<file path="src/rtl/cmp_pkg.sv">
// Shared types and default parameters for the stream comparator.
package cmp_pkg;

  // Per-lane compare operation, sampled with each input transaction.
  typedef enum logic [1:0] {
    CMP_EQ = 2'b00,
    CMP_NE = 2'b01,
    CMP_LT = 2'b10,
    CMP_GT = 2'b11
  } cmp_mode_t;

  localparam int unsigned DEF_N     = 8;
  localparam int unsigned DEF_CH    = 4;
  localparam int unsigned DEF_CNT_W = 16;

endpackage

</file>
<file path="src/rtl/cmp_lane.sv">
// One compare lane: purely combinational, unsigned compare of a against b.
module cmp_lane
  import cmp_pkg::*;
#(
  parameter int unsigned N = DEF_N
) (
  input  logic [N-1:0] a,
  input  logic [N-1:0] b,
  input  cmp_mode_t    mode,
  output logic         r
);

  // Select the relation requested by the mode.
  always_comb begin
    r = 1'b0;
    case (mode)
      CMP_EQ:  r = (a == b);
      CMP_NE:  r = (a != b);
      CMP_LT:  r = (a < b);
      CMP_GT:  r = (a > b);
      default: r = 1'b0;
    endcase
  end

endmodule

</file>
<file path="src/rtl/stream_comparator.sv">
// Multi-lane stream comparator with a one-entry output register,
// a saturating mismatch counter and sticky first-failure capture.
module stream_comparator
  import cmp_pkg::*;
#(
  parameter int unsigned N     = DEF_N,
  parameter int unsigned CH    = DEF_CH,
  parameter int unsigned CNT_W = DEF_CNT_W,
  localparam int unsigned IDX_W = (CH > 1) ? $clog2(CH) : 1
) (
  input  logic              clk,
  input  logic              rst,
  input  logic              in_valid,
  output logic              in_ready,
  input  logic [1:0]        mode,
  input  logic [CH*N-1:0]   x,
  input  logic [CH*N-1:0]   y,
  input  logic              clr,
  output logic              out_valid,
  input  logic              out_ready,
  output logic [CH-1:0]     res,
  output logic              all_true,
  output logic [CNT_W-1:0]  mism_cnt,
  output logic [IDX_W-1:0]  first_idx,
  output logic              first_vld
);

  localparam logic [0:0] ST_EMPTY = 1'b0;
  localparam logic [0:0] ST_FULL  = 1'b1;
  localparam logic [CNT_W-1:0] CNT_MAX = '1;

  logic [0:0]       state_q, state_d;
  logic [CH-1:0]    res_q, res_d;
  logic             all_true_q, all_true_d;
  logic [CNT_W-1:0] cnt_q, cnt_d;
  logic [IDX_W-1:0] fidx_q, fidx_d;
  logic             fvld_q, fvld_d;

  cmp_mode_t        mode_e;
  logic [CH-1:0]    lane_res;
  logic [IDX_W-1:0] low_idx;
  logic             in_xfer, out_xfer, fail_xfer;

  assign mode_e = cmp_mode_t'(mode);

  for (genvar i = 0; i < CH; i++) begin : g_lane
    cmp_lane #(
      .N(N)
    ) u_lane (
      .a    (x[i*N +: N]),
      .b    (y[i*N +: N]),
      .mode (mode_e),
      .r    (lane_res[i])
    );
  end

  assign out_valid = (state_q == ST_FULL);
  // Register can take a new result if empty or being drained this cycle.
  assign in_ready  = !out_valid || out_ready;
  assign in_xfer   = in_valid && in_ready;
  assign out_xfer  = out_valid && out_ready;
  assign fail_xfer = in_xfer && !(&lane_res);

  assign res       = res_q;
  assign all_true  = all_true_q;
  assign mism_cnt  = cnt_q;
  assign first_idx = fidx_q;
  assign first_vld = fvld_q;

  // Lowest lane whose compare failed (descending scan so the lowest wins).
  always_comb begin
    low_idx = '0;
    for (int i = CH - 1; i >= 0; i--) begin
      if (!lane_res[i]) low_idx = IDX_W'(i);
    end
  end

  // Output-stage FSM: EMPTY/FULL.
  always_comb begin
    state_d = state_q;
    case (state_q)
      ST_EMPTY: if (in_xfer) state_d = ST_FULL;
      ST_FULL:  if (out_xfer && !in_xfer) state_d = ST_EMPTY;
      default:  state_d = ST_EMPTY;
    endcase
  end

  // Result register loads on every accepted transaction, otherwise holds.
  always_comb begin
    res_d      = res_q;
    all_true_d = all_true_q;
    if (in_xfer) begin
      res_d      = lane_res;
      all_true_d = &lane_res;
    end
  end

  // Mismatch statistics; clr takes priority over a coincident failure.
  always_comb begin
    cnt_d  = cnt_q;
    fidx_d = fidx_q;
    fvld_d = fvld_q;
    if (clr) begin
      cnt_d  = '0;
      fidx_d = '0;
      fvld_d = 1'b0;
    end else if (fail_xfer) begin
      if (cnt_q != CNT_MAX) cnt_d = cnt_q + CNT_W'(1);
      if (!fvld_q) begin
        fidx_d = low_idx;
        fvld_d = 1'b1;
      end
    end
  end

  // State registers with asynchronous active-high reset.
  always_ff @(posedge clk or posedge rst) begin
    if (rst) begin
      state_q    <= ST_EMPTY;
      res_q      <= '0;
      all_true_q <= 1'b0;
      cnt_q      <= '0;
      fidx_q     <= '0;
      fvld_q     <= 1'b0;
    end else begin
      state_q    <= state_d;
      res_q      <= res_d;
      all_true_q <= all_true_d;
      cnt_q      <= cnt_d;
      fidx_q     <= fidx_d;
      fvld_q     <= fvld_d;
    end
  end

endmodule

</file>
<file path="config.mk">
export PLATFORM = sky130hd
export DESIGN_NAME = stream_comparator
export DESIGN_NICKNAME = d
export VERILOG_FILES = /design/src/rtl/cmp_pkg.sv /design/src/rtl/cmp_lane.sv /design/src/rtl/stream_comparator.sv
export SDC_FILE = /design/constraint.sdc
export NUM_CORES = 1
export LEC_CHECK = 0
export BUFFER_PORTS_ARGS = -buffer_cell sky130_fd_sc_hd__buf_2
export CORE_MARGIN = 4
export CORE_UTILIZATION = 30
export CTS_BUF_LIST = sky130_fd_sc_hd__clkbuf_2
export CTS_CLUSTER_DIAMETER = 60
export DETAILED_ROUTE_END_ITERATION = 7
export PLACE_DENSITY = 0.59
export SYNTH_ARGS = -nofsm -noshare
export SYNTH_HDL_FRONTEND = slang
export SYNTH_HIERARCHICAL = 1
export SYNTH_SLANG_ARGS = --single-unit
</file>
<file path="constraint.sdc">
create_clock -name clk -period 1.64 [get_ports clk]
set_clock_uncertainty 0.05 [all_clocks]
set_input_delay 0.328 -clock clk [delete_from_list [all_inputs] [get_ports clk]]
set_output_delay 0.328 -clock clk [all_outputs]
set_load 0.005 [all_outputs]
</file>
After elaboration in Yosys (flattened, before gate mapping)
Index checks and enable logic that the tools add are counted.
Widths: inputs -> output; s select.
- mux-type cells: 19
- add/sub/neg operators: 1
- order comparisons: 8
- reduce and logical (&&, ||, !) cells: 14
- bitwise gates (word level): 1
- equality and inequality tests: 13
- operators with widths (cell ; count):
    $mux 16 ; 3
    $eq 8x8->1 ; 4
    $gt 8x8->1 ; 4
    $lt 8x8->1 ; 4
    $ne 8x8->1 ; 4
    $add 16x1->16 const B ; 1
    $ne 16x16->1 const B ; 1
    $pmux 1 s4 ; 4
    $mux 2 ; 7
    $eq 2x2->1 const B ; 2
    $logic_and 1x1->1 ; 4
    $mux 1 ; 4
    $reduce_and 2->1 ; 2
    $reduce_and 4->1 ; 1
    $reduce_bool 2->1 ; 2
    $logic_not 1->1 ; 3
    $eq 2x1->1 const B ; 1
    $logic_not 2->1 ; 1
    $ne 2x2->1 const B ; 1
    $pmux 1 s2 ; 1
    $logic_or 1x1->1 ; 1
    $not 1->1 ; 1
- logic and storage cells: 62
- bits in registers: 25
- input bits: 71
- output and inout port bits: 26

Longest topological paths before layout
- depth after elaboration: 9
- gate-level depth with buffers: 12
- gate-level depth less buffers: 12

Modules after synthesis
The synthesis kept the hierarchy.
- modules (own cells, without submodules) (module ; times used ; area an instance (sq um) ; sequential area each (sq um) ; cells each):
    stream_comparator ; 1 ; 1301.2 ; 625.6 ; 134
    cmp_lane ; 4 ; 227.7 ; 0.0 ; 31

Worst setup path after synthesis
No wires, ideal clock.
- kind: input to register
- start: input port y[6]
- end: register cnt_q[11], in the netlist mism_cnt[11]
- stages: 12
- data required time: 1510 ps
- data arrival time: 2485 ps
- slack: -975 ps
- buffers on the path: 0
- library setup time: 80 ps
- cells stage by stage: inv_1 > ha_1 > a21oi_1 > a21boi_1 > or4b_1 > o32a_1 > o21ai_0 > nand4_1 > nand4_1 > nor3_1 > and3_1 > nor3_2
- word-level cells in the longest chain between the ends: 7
- elaborated cells on any way between the ends: 10
- classes of those cells: order compare (2); eq/ne (2); mux (1); reduce/logical (5)
- ends and longest elaborated chain (element ; RTL line ; text):
    start, declared ; stream_comparator.sv:17 ; input logic [CH*N-1:0] y,
    $gt 8x8->1, or another cell as far along ; cmp_lane.sv:20 ; CMP_GT: r = (a > b);
    $pmux 1 s4 (*) ; cmp_lane.sv:16 ; case (mode)
    named net lane_res[0] ; stream_comparator.sv:40 ; logic [CH-1:0] lane_res;
    $reduce_and 4->1 (*) ; stream_comparator.sv:62 ; assign fail_xfer = in_xfer && !(&lane_res);
    $logic_not 1->1 (*) ; stream_comparator.sv:62 ;
    $logic_and 1x1->1 (*) ; stream_comparator.sv:62 ;
    $reduce_bool 2->1 (no line) (*) ; n/a ;
    $reduce_and 2->1 (no line) (*) ; n/a ;
    end signal, assigned ; stream_comparator.sv:129 ; cnt_q <= cnt_d;
    end, declared ; stream_comparator.sv:35 ; logic [CNT_W-1:0] cnt_q, cnt_d;
The timed path passes the listed nets; every way through them passes the cells marked *.
A chain may end at the register's enable or synchronous reset.

Final worst setup path
- start: input port x[6]
- end: register cnt_q[7], in the netlist mism_cnt[7]
- word-level cells in the longest chain between the ends: 7
- elaborated cells on any way between the ends: 10
- classes of those cells: order compare (2); eq/ne (2); mux (1); reduce/logical (5)
- ends and longest elaborated chain (element ; RTL line ; text):
    start, declared ; stream_comparator.sv:16 ; input logic [CH*N-1:0] x,
    $gt 8x8->1, or another cell as far along ; cmp_lane.sv:20 ;
    $pmux 1 s4 (*) ; cmp_lane.sv:16 ;
    named net lane_res[0] ; stream_comparator.sv:40 ;
    $reduce_and 4->1 (*) ; stream_comparator.sv:62 ;
    $logic_not 1->1 (*) ; stream_comparator.sv:62 ;
    $logic_and 1x1->1 (*) ; stream_comparator.sv:62 ;
    $reduce_bool 2->1 (no line) (*) ; n/a ;
    $reduce_and 2->1 (no line) (*) ; n/a ;
Marked as above.

==> flow_summary.toml <==
[sta]
setup-tns-final_ps = -11610
hold_viol_final = 0
max_freq_mhz = 432
period_share = 1.41
slew_viol_final = 0
rsz0062_at_grt = "true"
hold_slack_ps = 218
fin_ws_ps = -675
finalCriticalPeriod_ps = 2310
timing.slew.headroom = 0.717
worst_pin_slew_ps = 425
finalSetupViolations = 21

[clock_network]
clock_sinks = 25
cts_tree = "done"
clockBufferDepth = 2
clkTransAtPathRegs_ps = 230
root_buffer = "clkbuf_2"
clock_latency_ps = 350
cts_buffers = 3
htreeDepth = 1

[floorplan]
io_pins = 97
core.rowCount = 31
start_util = 0.307
die-area_um2 = 8810
core_area_um2 = 7210
fp.dieH_um = 93.9
die_w_um = 93.9

[global_route]
grt_pass1_vias = 2309
grt_pass1_wl_um = 10200
overflow = 0
track_usage = 0.140
antenna_found_initial = 0
grt_max_degree = 26

[drt]
via_count = 2333
ant_nets = 0
vias_per_cell = 4.73
totalWireLength_um = 6150
wire_per_inst_um = 12.5
first_pass_iters = 4
drt_iter0_markers = 59
drc = 0

[setup_path]
worst-setup-path-type = "primary input to flop"
start_kind = "primary input"
timing.rr.end = "mism_cnt[5]"
path_max_fanout = 7
crit_required_ps = 1830
worstReg2RegStart = "mism_cnt[0]"
arrival_ps = 2510
worstSetupEndpointType = "flop"
regToRegSetupSlack_ps = -120
r2r_cells = 8

[synthesis]
yosys_warnings = 6
synthArstFlopShare = 1.00
avgSynthCellArea_um2 = 8.57
synth-seq-area-share = 0.283
syn-num-nets = 362
synth_xor_area_frac = 0.0238
synthFlopType = "dfrtp_1"
synth_top_family_by_area = "simple AND/OR/NAND/NOR gates"
synth-adder-area-share = 0.187
synth_edf_count = 0
synth_area_um2 = 2210
synth-simple-area-share = 0.283
synth_cells = 258
ys_seq_elements = 25
synth_mux_area_frac = 0.0198
synth-compound-area-share = 0.130
synth_cell_types = 42

[cells_and_area]
final_util = 0.496
syn2layout_area_growth_pct = 61.9
diodes = 0
nNetsFinal = 499
drive_gt1_frac = 0.558
fin_area_um2 = 3580

[placed_design]
place_area_um2 = 3370
numPortBuffers = 96
gp_congestion = 0.755
dpl.hpwl_um = 5140

[status]
status = "finished with violations"
failed_checks = "negative setup slack"

[job]
max_cap_viol_count = 0

[min_path]
hold_depth = 2
min_to = "out_valid"
worstHoldStart = "in_valid"
hp-class = "primary input to flop"

[power]
p_leak_nw = 1.75
powerDensity_nw_per_um2 = 423
ir_worst_vdd_uv = 225
## worst max-delay path, cell delays in order
cell and delay, ps:
buf_6 100, ha_4 240, a21oi_2 140, a21boi_2 70
or4b_1 470, o32a_1 180, o21ai_2 100, nand4_1 240
nand4_1 170, buf_6 160, buf_4 120, nor2_1 40
nor2_1 90, nor3_1 50
## sequential cells by signal (all words and copies together) (netlist names)
name / flops
mism_cnt: 16
first_idx: 2
out_valid: 1
first_vld: 1
all_true: 1
res: 4
## final cells by class
type	instances	area, µm²
clock buffer	4	20.0
fill	727	3630
inverter	39	184
multi-input combinational	192	1800
sequential	25	626
tap	99	124
timing repair buffer	134	826
## cells in the final DEF (no fill, tap or decap), drive strengths merged, types with 2 or more instances in the layout
cell type    n
and3         4
nand2b       2
or4b         4
nor2b        5
and4         2
o21ai       12
a21boi       4
xnor2        6
nor4b        4
nor4         2
ha          33
buf        133
nand4       15
or2          6
nor3        11
o211ai       4
o32a         4
nand3       12
inv         38
nand2       15
a21oi       21
nor3b        2
mux2         3
clkbuf       4
nor2        14
dfrtp       25
## cells in the mapped netlist (all sizes together), types with 2 or more instances
cell type   n  area [µm²]
and3        4        25.0
and4        2        17.5
o32a        4        40.0
or2         6        40.0
o21ai      12        60.1
nand4      15         106
a21oi      21         105
o211ai      4        30.0
nand2      15        56.3
clkbuf      2        17.5
mux2        3        33.8
nand3      12        65.1
xnor2       6        52.6
a21boi      4        30.0
nor3       11        81.3
or4b        4        40.0
nor2       14        52.6
ha         33         413
nand2b      2        12.5
nor4        2        18.8
inv        39         146
nor4b       4        35.0
nor2b       5        31.3
nor3b       2        20.0
dfrtp      25         626
## metal layers
layer / GRT usage / vias to the layer above / routed length [µm]
li1: - / 1201 / -
met2: 0.257 / 65 / 3080
met4: 0.0108 / 0 / 26
met1: 0.176 / 1065 / 2670
met3: 0.0272 / 2 / 371
met5: 0 / - / 0
## cells by family after synthesis
| group | after synthesis |
|---|---|
| simple gates | 101 |
| compound gates | 48 |
| buf+inv | 41 |
| fa+ha+maj | 33 |
| flops | 25 |
| xor+xnor | 6 |
| mux | 4 |
## metrics by stage
| step | setup slack (ps) | power [W] | std cells |
|---|---|---|---|
| after CTS | -634 | 0.00152 | 490 |
| after detailed placement | -1130 | 0.00124 | 484 |
| after floorplan | -748 | 0.000983 | 258 |
| after global placement | -1020 | 0.00123 | 484 |
| after global routing | -783 | 0.00163 | 493 |
| final | -675 | 0.00152 | 493 |
## report_power, final
| group | internal, W | switching [W] |
|---|---|---|
| Clock | 0.0000644 | 0.000186 |
| Combinational | 0.000323 | 0.000274 |
| Sequential | 0.000648 | 0.0000203 |
## how the worst max path moves through the flow
stage | start | slack (ps) | to
final | x[6] | -670 | mism_cnt[7]
after CTS | x[6] | -630 | mism_cnt[13]
after floorplan | y[25] | -750 | mism_cnt[3]
after global routing | x[6] | -780 | mism_cnt[5]
after detailed placement | y[9] | -1130 | mism_cnt[14]
after global placement | y[25] | -1020 | mism_cnt[14]
## timing repair
item                                   4_1_cts  5_1_grt
resized for setup                           20       17
setup endpoints to repair                   22       24
buffers inserted                             1        3
pin swaps                                   19       19
endpoints found under the hold margin       25        0
hold buffers                                 1        0
No activity file was read; power rests on OpenSTA's default activity.
